==> src/rtl/cdb_arbiter_if.sv <==
// Result-source and common-data-bus signal bundle for the CDB arbiter.
// The arbiter takes the slave view; functional units and consumers take the master view.
interface cdb_arbiter_if #(
    parameter int N_SRC = 3,
    parameter int DW    = 16,
    parameter int TAGW  = 3
);
    logic                  flush;
    logic [N_SRC-1:0]      src_valid;
    logic [N_SRC-1:0]      src_ready;
    logic [N_SRC*DW-1:0]   src_data;
    logic [N_SRC*3-1:0]    src_dest;
    logic [N_SRC*TAGW-1:0] src_tag;
    logic                  cdb_valid;
    logic [TAGW-1:0]       cdb_tag;
    logic [DW-1:0]         cdb_data;
    logic [2:0]            cdb_dest;
    logic                  rf_we;
    logic [2:0]            rf_addr;
    logic [DW-1:0]         rf_data;
    logic                  busy;

    modport master (
        output flush, src_valid, src_data, src_dest, src_tag,
        input  src_ready, cdb_valid, cdb_tag, cdb_data, cdb_dest,
        input  rf_we, rf_addr, rf_data, busy
    );

    modport slave (
        input  flush, src_valid, src_data, src_dest, src_tag,
        output src_ready, cdb_valid, cdb_tag, cdb_data, cdb_dest,
        output rf_we, rf_addr, rf_data, busy
    );
endinterface

==> src/rtl/cdb_arbiter.sv <==
// Common-data-bus arbiter: per-source result FIFOs, round-robin grant, registered
// CDB broadcast, and the FP register-file write port for destinations R1-R7.
module cdb_arbiter #(
    parameter int N_SRC = 3,
    parameter int DW    = 16,
    parameter int TAGW  = 3,
    parameter int DEPTH = 2
) (
    input logic         clock,
    input logic         reset,
    cdb_arbiter_if.slave bus
);
    localparam int PW = (DEPTH > 1) ? $clog2(DEPTH) : 1;
    localparam int CW = PW + 1;
    localparam int IW = (N_SRC > 1) ? $clog2(N_SRC) : 1;

    typedef struct packed {
        logic [DW-1:0]   data;
        logic [2:0]      dest;
        logic [TAGW-1:0] tag;
    } resultT;

    resultT          mem   [N_SRC][DEPTH];
    logic [PW-1:0]   rdPtr [N_SRC];
    logic [PW-1:0]   wrPtr [N_SRC];
    logic [CW-1:0]   count [N_SRC];

    logic [N_SRC-1:0] notEmpty;
    logic [N_SRC-1:0] notFull;
    logic [N_SRC-1:0] push;
    logic [N_SRC-1:0] pop;
    logic [IW-1:0]    rrPtr;
    logic [IW-1:0]    candIdx;
    logic [IW-1:0]    grantIdx;
    logic [IW-1:0]    nextRr;
    logic             grantValid;
    resultT           head;
    resultT           cdbReg;
    logic             cdbValid;

    // NOTE: combinational blocks use blocking assignments with every output defaulted first, so no latch is inferred.
    always_comb begin
        notEmpty = '0;
        notFull  = '0;
        push     = '0;
        for (int i = 0; i < N_SRC; i++) begin
            notEmpty[i] = (count[i] != '0);
            notFull[i]  = (count[i] != CW'(DEPTH));
            push[i]     = bus.src_valid[i] && notFull[i] && !bus.flush;
        end
    end

    // Round-robin search starting at rrPtr; only registered occupancy is eligible, so no bypass.
    always_comb begin
        grantValid = 1'b0;
        grantIdx   = '0;
        candIdx    = '0;
        for (int k = 0; k < N_SRC; k++) begin
            candIdx = IW'((int'(rrPtr) + k) % N_SRC);
            if (!grantValid && notEmpty[candIdx]) begin
                grantValid = 1'b1;
                grantIdx   = candIdx;
            end
        end
        nextRr = (grantIdx == IW'(N_SRC - 1)) ? '0 : grantIdx + 1'b1;
        pop    = '0;
        for (int i = 0; i < N_SRC; i++) begin
            pop[i] = grantValid && (grantIdx == IW'(i));
        end
        head = mem[grantIdx][rdPtr[grantIdx]];
    end

    always_ff @(posedge clock or posedge reset) begin
        if (reset) begin
            for (int i = 0; i < N_SRC; i++) begin
                rdPtr[i] <= '0;
                wrPtr[i] <= '0;
                count[i] <= '0;
            end
            rrPtr    <= '0;
            cdbValid <= 1'b0;
            cdbReg   <= '0;
        end else if (bus.flush) begin
            for (int i = 0; i < N_SRC; i++) begin
                rdPtr[i] <= '0;
                wrPtr[i] <= '0;
                count[i] <= '0;
            end
            cdbValid <= 1'b0;
        end else begin
            for (int i = 0; i < N_SRC; i++) begin
                if (push[i]) wrPtr[i] <= wrPtr[i] + 1'b1;
                if (pop[i])  rdPtr[i] <= rdPtr[i] + 1'b1;
                if (push[i] && !pop[i])      count[i] <= count[i] + 1'b1;
                else if (!push[i] && pop[i]) count[i] <= count[i] - 1'b1;
            end
            cdbValid <= grantValid;
            if (grantValid) begin
                cdbReg <= head;
                rrPtr  <= nextRr;
            end
        end
    end

    // NOTE: FIFO storage has no reset; the occupancy counters alone decide which entries are live.
    always_ff @(posedge clock) begin
        for (int i = 0; i < N_SRC; i++) begin
            if (push[i]) begin
                mem[i][wrPtr[i]] <= '{data: bus.src_data[i*DW +: DW],
                                      dest: bus.src_dest[i*3 +: 3],
                                      tag:  bus.src_tag[i*TAGW +: TAGW]};
            end
        end
    end

    assign bus.src_ready = notFull;
    assign bus.cdb_valid = cdbValid;
    assign bus.cdb_tag   = cdbReg.tag;
    assign bus.cdb_data  = cdbReg.data;
    assign bus.cdb_dest  = cdbReg.dest;
    assign bus.rf_we     = cdbValid && (cdbReg.dest != 3'd0);
    assign bus.rf_addr   = cdbReg.dest;
    assign bus.rf_data   = cdbReg.data;
    assign bus.busy      = (|notEmpty) || cdbValid;
endmodule

==> src/flat_wrapper.sv <==
// flat-port wrapper written by rule: the top's interface ports become plain ports
module cdb_arbiter_flat 
#(
    parameter int N_SRC = 3,
    parameter int DW    = 16,
    parameter int TAGW  = 3,
    parameter int DEPTH = 2
)
  (clock, reset, bus_flush, bus_src_valid, bus_src_data, bus_src_dest, bus_src_tag, bus_src_ready, bus_cdb_valid, bus_cdb_tag, bus_cdb_data, bus_cdb_dest, bus_rf_we, bus_rf_addr, bus_rf_data, bus_busy);
  cdb_arbiter_if #(.N_SRC(N_SRC), .DW(DW), .TAGW(TAGW)) bus_i ();
  input logic clock;
  input logic reset;
  input wire logic [$bits(bus_i.flush)-1:0] bus_flush;
  input wire logic [$bits(bus_i.src_valid)-1:0] bus_src_valid;
  input wire logic [$bits(bus_i.src_data)-1:0] bus_src_data;
  input wire logic [$bits(bus_i.src_dest)-1:0] bus_src_dest;
  input wire logic [$bits(bus_i.src_tag)-1:0] bus_src_tag;
  output wire logic [$bits(bus_i.src_ready)-1:0] bus_src_ready;
  output wire logic [$bits(bus_i.cdb_valid)-1:0] bus_cdb_valid;
  output wire logic [$bits(bus_i.cdb_tag)-1:0] bus_cdb_tag;
  output wire logic [$bits(bus_i.cdb_data)-1:0] bus_cdb_data;
  output wire logic [$bits(bus_i.cdb_dest)-1:0] bus_cdb_dest;
  output wire logic [$bits(bus_i.rf_we)-1:0] bus_rf_we;
  output wire logic [$bits(bus_i.rf_addr)-1:0] bus_rf_addr;
  output wire logic [$bits(bus_i.rf_data)-1:0] bus_rf_data;
  output wire logic [$bits(bus_i.busy)-1:0] bus_busy;
  assign bus_i.flush = bus_flush;
  assign bus_i.src_valid = bus_src_valid;
  assign bus_i.src_data = bus_src_data;
  assign bus_i.src_dest = bus_src_dest;
  assign bus_i.src_tag = bus_src_tag;
  assign bus_src_ready = bus_i.src_ready;
  assign bus_cdb_valid = bus_i.cdb_valid;
  assign bus_cdb_tag = bus_i.cdb_tag;
  assign bus_cdb_data = bus_i.cdb_data;
  assign bus_cdb_dest = bus_i.cdb_dest;
  assign bus_rf_we = bus_i.rf_we;
  assign bus_rf_addr = bus_i.rf_addr;
  assign bus_rf_data = bus_i.rf_data;
  assign bus_busy = bus_i.busy;
  cdb_arbiter #(.N_SRC(N_SRC), .DW(DW), .TAGW(TAGW), .DEPTH(DEPTH)) u_core (.clock(clock), .reset(reset), .bus(bus_i));
endmodule
==> config.mk <==
export PLATFORM = sky130hd
export DESIGN_NAME = cdb_arbiter_flat
export DESIGN_NICKNAME = d
export VERILOG_FILES = /design/src/rtl/cdb_arbiter_if.sv /design/src/rtl/cdb_arbiter.sv /design/src/flat_wrapper.sv
export SDC_FILE = /design/constraint.sdc
export NUM_CORES = 1
export LEC_CHECK = 0
export CELL_PAD_IN_SITES_DETAIL_PLACEMENT = 1
export CELL_PAD_IN_SITES_GLOBAL_PLACEMENT = 1
export CORE_MARGIN = 2
export CORE_UTILIZATION = 43
export CTS_BUF_LIST = sky130_fd_sc_hd__clkbuf_16
export DETAILED_ROUTE_END_ITERATION = 10
export PLACE_DENSITY_LB_ADDON = 0.3
export SYNTH_ARGS = -nofsm -noshare
export SYNTH_HDL_FRONTEND = slang
export SYNTH_SLANG_ARGS = --single-unit
==> constraint.sdc <==
create_clock -name clock -period 3.7 [get_ports clock]
set_input_delay 0.74 -clock clock [delete_from_list [all_inputs] [get_ports clock]]
set_output_delay 0.74 -clock clock [all_outputs]
set_load 0.05 [all_outputs]
==> impl_metrics.tcl <==
set metrics [dict create \
    outcome "completed" \
    antenna_found_initial 0 \
    htreeDepth 4 \
    critical_path.max_stage_delay_ns 0.56 \
    intPower_w 0.00481 \
    critical_path.max_fanout 12 \
    syn_inst 504 \
    setup.worst_path.start_class "flop" \
    die-area_um2 17000 \
    clock_latency_ns 0.43 \
    p_leak_nw 3.12 \
    wl_met2_um 9760 \
    die_w_um 130 \
    die_h_um 130 \
    synthTopCellsByArea "edfxtp_1 (58%), dfrtp_1 (13%), nand2_1 (5.3%), o221a_2 (3.6%), a22oi_1 (2.4%)" \
    n_antenna_cell 0 \
    grt_use_total_pct 23.0 \
    yosysMostFrequentCell "edfxtp_1" \
    hold_class "flop to flop" \
    place.gp.congestion 0.821 \
    crit_slowest_cell "o21ai_2" \
    min_period_ns 3.32 \
    arrival_ns 3.68 \
    cp_num_buf_inv 2 \
    placed_area_um2 8230 \
    num_vias 4633 \
    numCtsBuffers 17 \
    routed_wl_um 18600 \
    syn_area_per_cell_um2 13.6 \
    ys.flop_type "edfxtp_1" \
    io_pins 119 \
    hpwl_um 11700 \
    met3_length_um 878 \
    required_ns 4.06 \
    yosysSeqAreaShare_pct 71.1 \
    instances_no_fill 834 \
    endpoint_kind "flop" \
    cts.repair.resized 0 \
    fin_area_um2 8800 \
    final_nets 681 \
    post_drt_wl_per_cell_um 22.3 \
    drc 0 \
    power.density_nw_per_um2 952 \
    dp.cells 803 \
    drt_iter0_drc 278 \
    synth_top_area_share_pct 57.6 \
    ant_nets 0 \
    cts_tree "done" \
    fillers 1572 \
    power_frac_comb_pct 47.8 \
    first_pass_iters 5 \
    critPathKind "flop to flop" \
    cap_violations 0 \
    grt_pass1_wl_um 28400 \
    areaGrowthSynthToFinish_pct 27.9 \
    grt_start_max_net_pins 50 \
    cts_max_path_buffers 2 \
    setup_viol 0 \
    crit_chain "inv_1 -> ha_1 -> nor3b_1 -> or2_1 -> nand3_1 -> and3_1 -> o21ai_2 -> buf_4 -> o221a_2" \
    drive_above_1_share_pct 12.0 \
    clock-root-buffer "clkbuf_16" \
    max_freq_mhz 301 \
    core_um2 15800 \
    cp_top_family "simple AND/OR/NAND/NOR gates" \
    cts_hold_buffers 0 \
    grt_overflow_total 0 \
    multi_input_area_um2 1760 \
    hold_viol 0 \
    fin_tns_setup_ns 0 \
    rsz0062_at_grt "no" \
    relSlewSlack_pct 41.2 \
    fin_crit_sh_pct 89.8 \
    grt_pass1_vias 5017 \
    synthArstFlopShare_pct 21.9 \
    seq_area_um2 4890 \
    power_frac_seq_pct 31.4 \
    synthTopCellsByCount "edfxtp_1 (132), nand2_1 (98), dfrtp_1 (37)" \
    rows 46 \
    skew_ns 0.0152 \
    ys_ff_latch 169 \
    tightest_slew_ns 0.880 \
    p_sw_w 0.00357 \
    pwr-share-clk_pct 20.8 \
    ys_warn_count 0 \
    final-max-slew-violation-count 0 \
    synth_edf_count 132 \
    syn-cell-area_um2 6880 \
    postCtsSetupBuffers 0 \
    io_buffers 118 \
    synth_cell_type_count 50 \
    swShare_pct 42.6 \
    path_clk_slew_ns 0.06 \
    synth_top_cell_by_area "edfxtp_1" \
    met1_length_um 7480 \
    vias_per_cell 5.56 \
    initial_utilization_pct 43.6 \
    synth_nets 579 \
    ir_drop_mv 0.449 \
    routed.top_layer "met4" \
    clock-sinks 169 \
]
stage by stage:
step | util, % | setup WS, ns | hold WS [ns] | total power, W
2_1_floorplan | - | 0.434 | 0.498 | 0.00547
3_3_place_gp | 52.2 | 0.704 | 0.540 | 0.00647
3_5_place_dp | 52.2 | 0.444 | 0.546 | 0.00666
4_1_cts | 55.8 | 0.369 | 0.563 | 0.00843
5_1_grt | 55.8 | 0.133 | 0.595 | 0.00880
6_report | 55.8 | 0.379 | 0.570 | 0.00838
per-layer routing:
metal	track usage, %	vias up
met5	0	-
met4	9.32	0
met3	4.52	33
met2	39.9	162
met1	28.3	2351
li1	-	2087
worst paths after layout:
path,startpoint,end,slack (ns),cells past startpoint
min in group asynchronous,reset,u_core.bus.cdb_tag[2]$_DFFE_PP0P_,0.82,2
worst max register to register,u_core.rrPtr[0]$_DFFE_PP0P_,u_core.bus.cdb_data[6]$_DFFE_PP0P_,0.38,9
max in group asynchronous,reset,u_core.bus.cdb_dest[1]$_DFFE_PP0P_,2.33,2
worst min register to register,u_core.rdPtr[0]$_DFFE_PP0P_,u_core.rdPtr[0]$_DFFE_PP0P_,0.57,2
worst max-delay path,u_core.rrPtr[0]$_DFFE_PP0P_,u_core.bus.cdb_data[6]$_DFFE_PP0P_,0.38,9
worst min-delay path,u_core.rdPtr[0]$_DFFE_PP0P_,u_core.rdPtr[0]$_DFFE_PP0P_,0.57,2
flip-flops by register name (all words and copies together), names as in the netlist:
signal                flops
u_core.mem              132
u_core.bus.cdb_data      16
u_core.count              6
u_core.bus.cdb_dest       3
u_core.bus.cdb_valid      1
u_core.wrPtr              3
u_core.rdPtr              3
u_core.bus.cdb_tag        3
u_core.rrPtr              2
cell usage in the layout (no fill, tap or decap), types with 6 or more instances in the layout:
master,instances
dfrtp_1,37
nor2_1,14
inv_1,9
nand2_1,98
o21ai_0,29
nand4_1,22
nand3_1,7
xor2_1,6
buf_4,12
a22oi_1,22
edfxtp_1,132
clkdlybuf4s50_1,118
clkbuf_16,17
o221a_2,22
logic make-up (layout without fill, tap and decap cells):
kind of cell             count (synthesis)  in the layout  synth area share (%)
adder cells (fa/ha/maj)                  3              3                 0.546
buffers and inverters                   54            168                  4.38
flip-flops                             169            169                  71.1
multiplexers                             2              2                 0.309
AND/OR/NAND/NOR                        170            170                  11.7
AO/OA/AOI/OAI                           96             96                  10.7
XOR/XNOR                                10             10                  1.27
layout make-up:
cell class | instances | share of cell area, %
Clock buffer | 17 | 4.83
Clock inverter | 14 | 1.65
Inverter | 6 | 0.256
Multi-Input combinational cell | 281 | 19.9
Sequential cell | 169 | 55.6
Tap cell | 216 | 3.07
Timing Repair Buffer | 131 | 14.7
worst reg2reg max path: cells and delay by family, from the launching register on:
kind	cells	cell delay [ns]
and+or+nand+nor	4	1.26
AOI/OAI and AO/OA	2	0.78
adders and majority gates	1	0.46
buffers and inverters	2	0.41
DFF	1	0.36
power by group through the flow:
| stage | clock network (W) | registers [W] | logic, W |
|---|---|---|---|
| global route | 0.00183 | 0.00266 | 0.00431 |
| global placement | 0 | 0.00264 | 0.00382 |
| CTS | 0.00176 | 0.00263 | 0.00404 |
| finish | 0.00174 | 0.00263 | 0.00401 |
| floorplan | 0 | 0.00302 | 0.00245 |
| detailed placement | 0 | 0.00266 | 0.00400 |
Note: power is estimated with default switching activity, not from simulation.
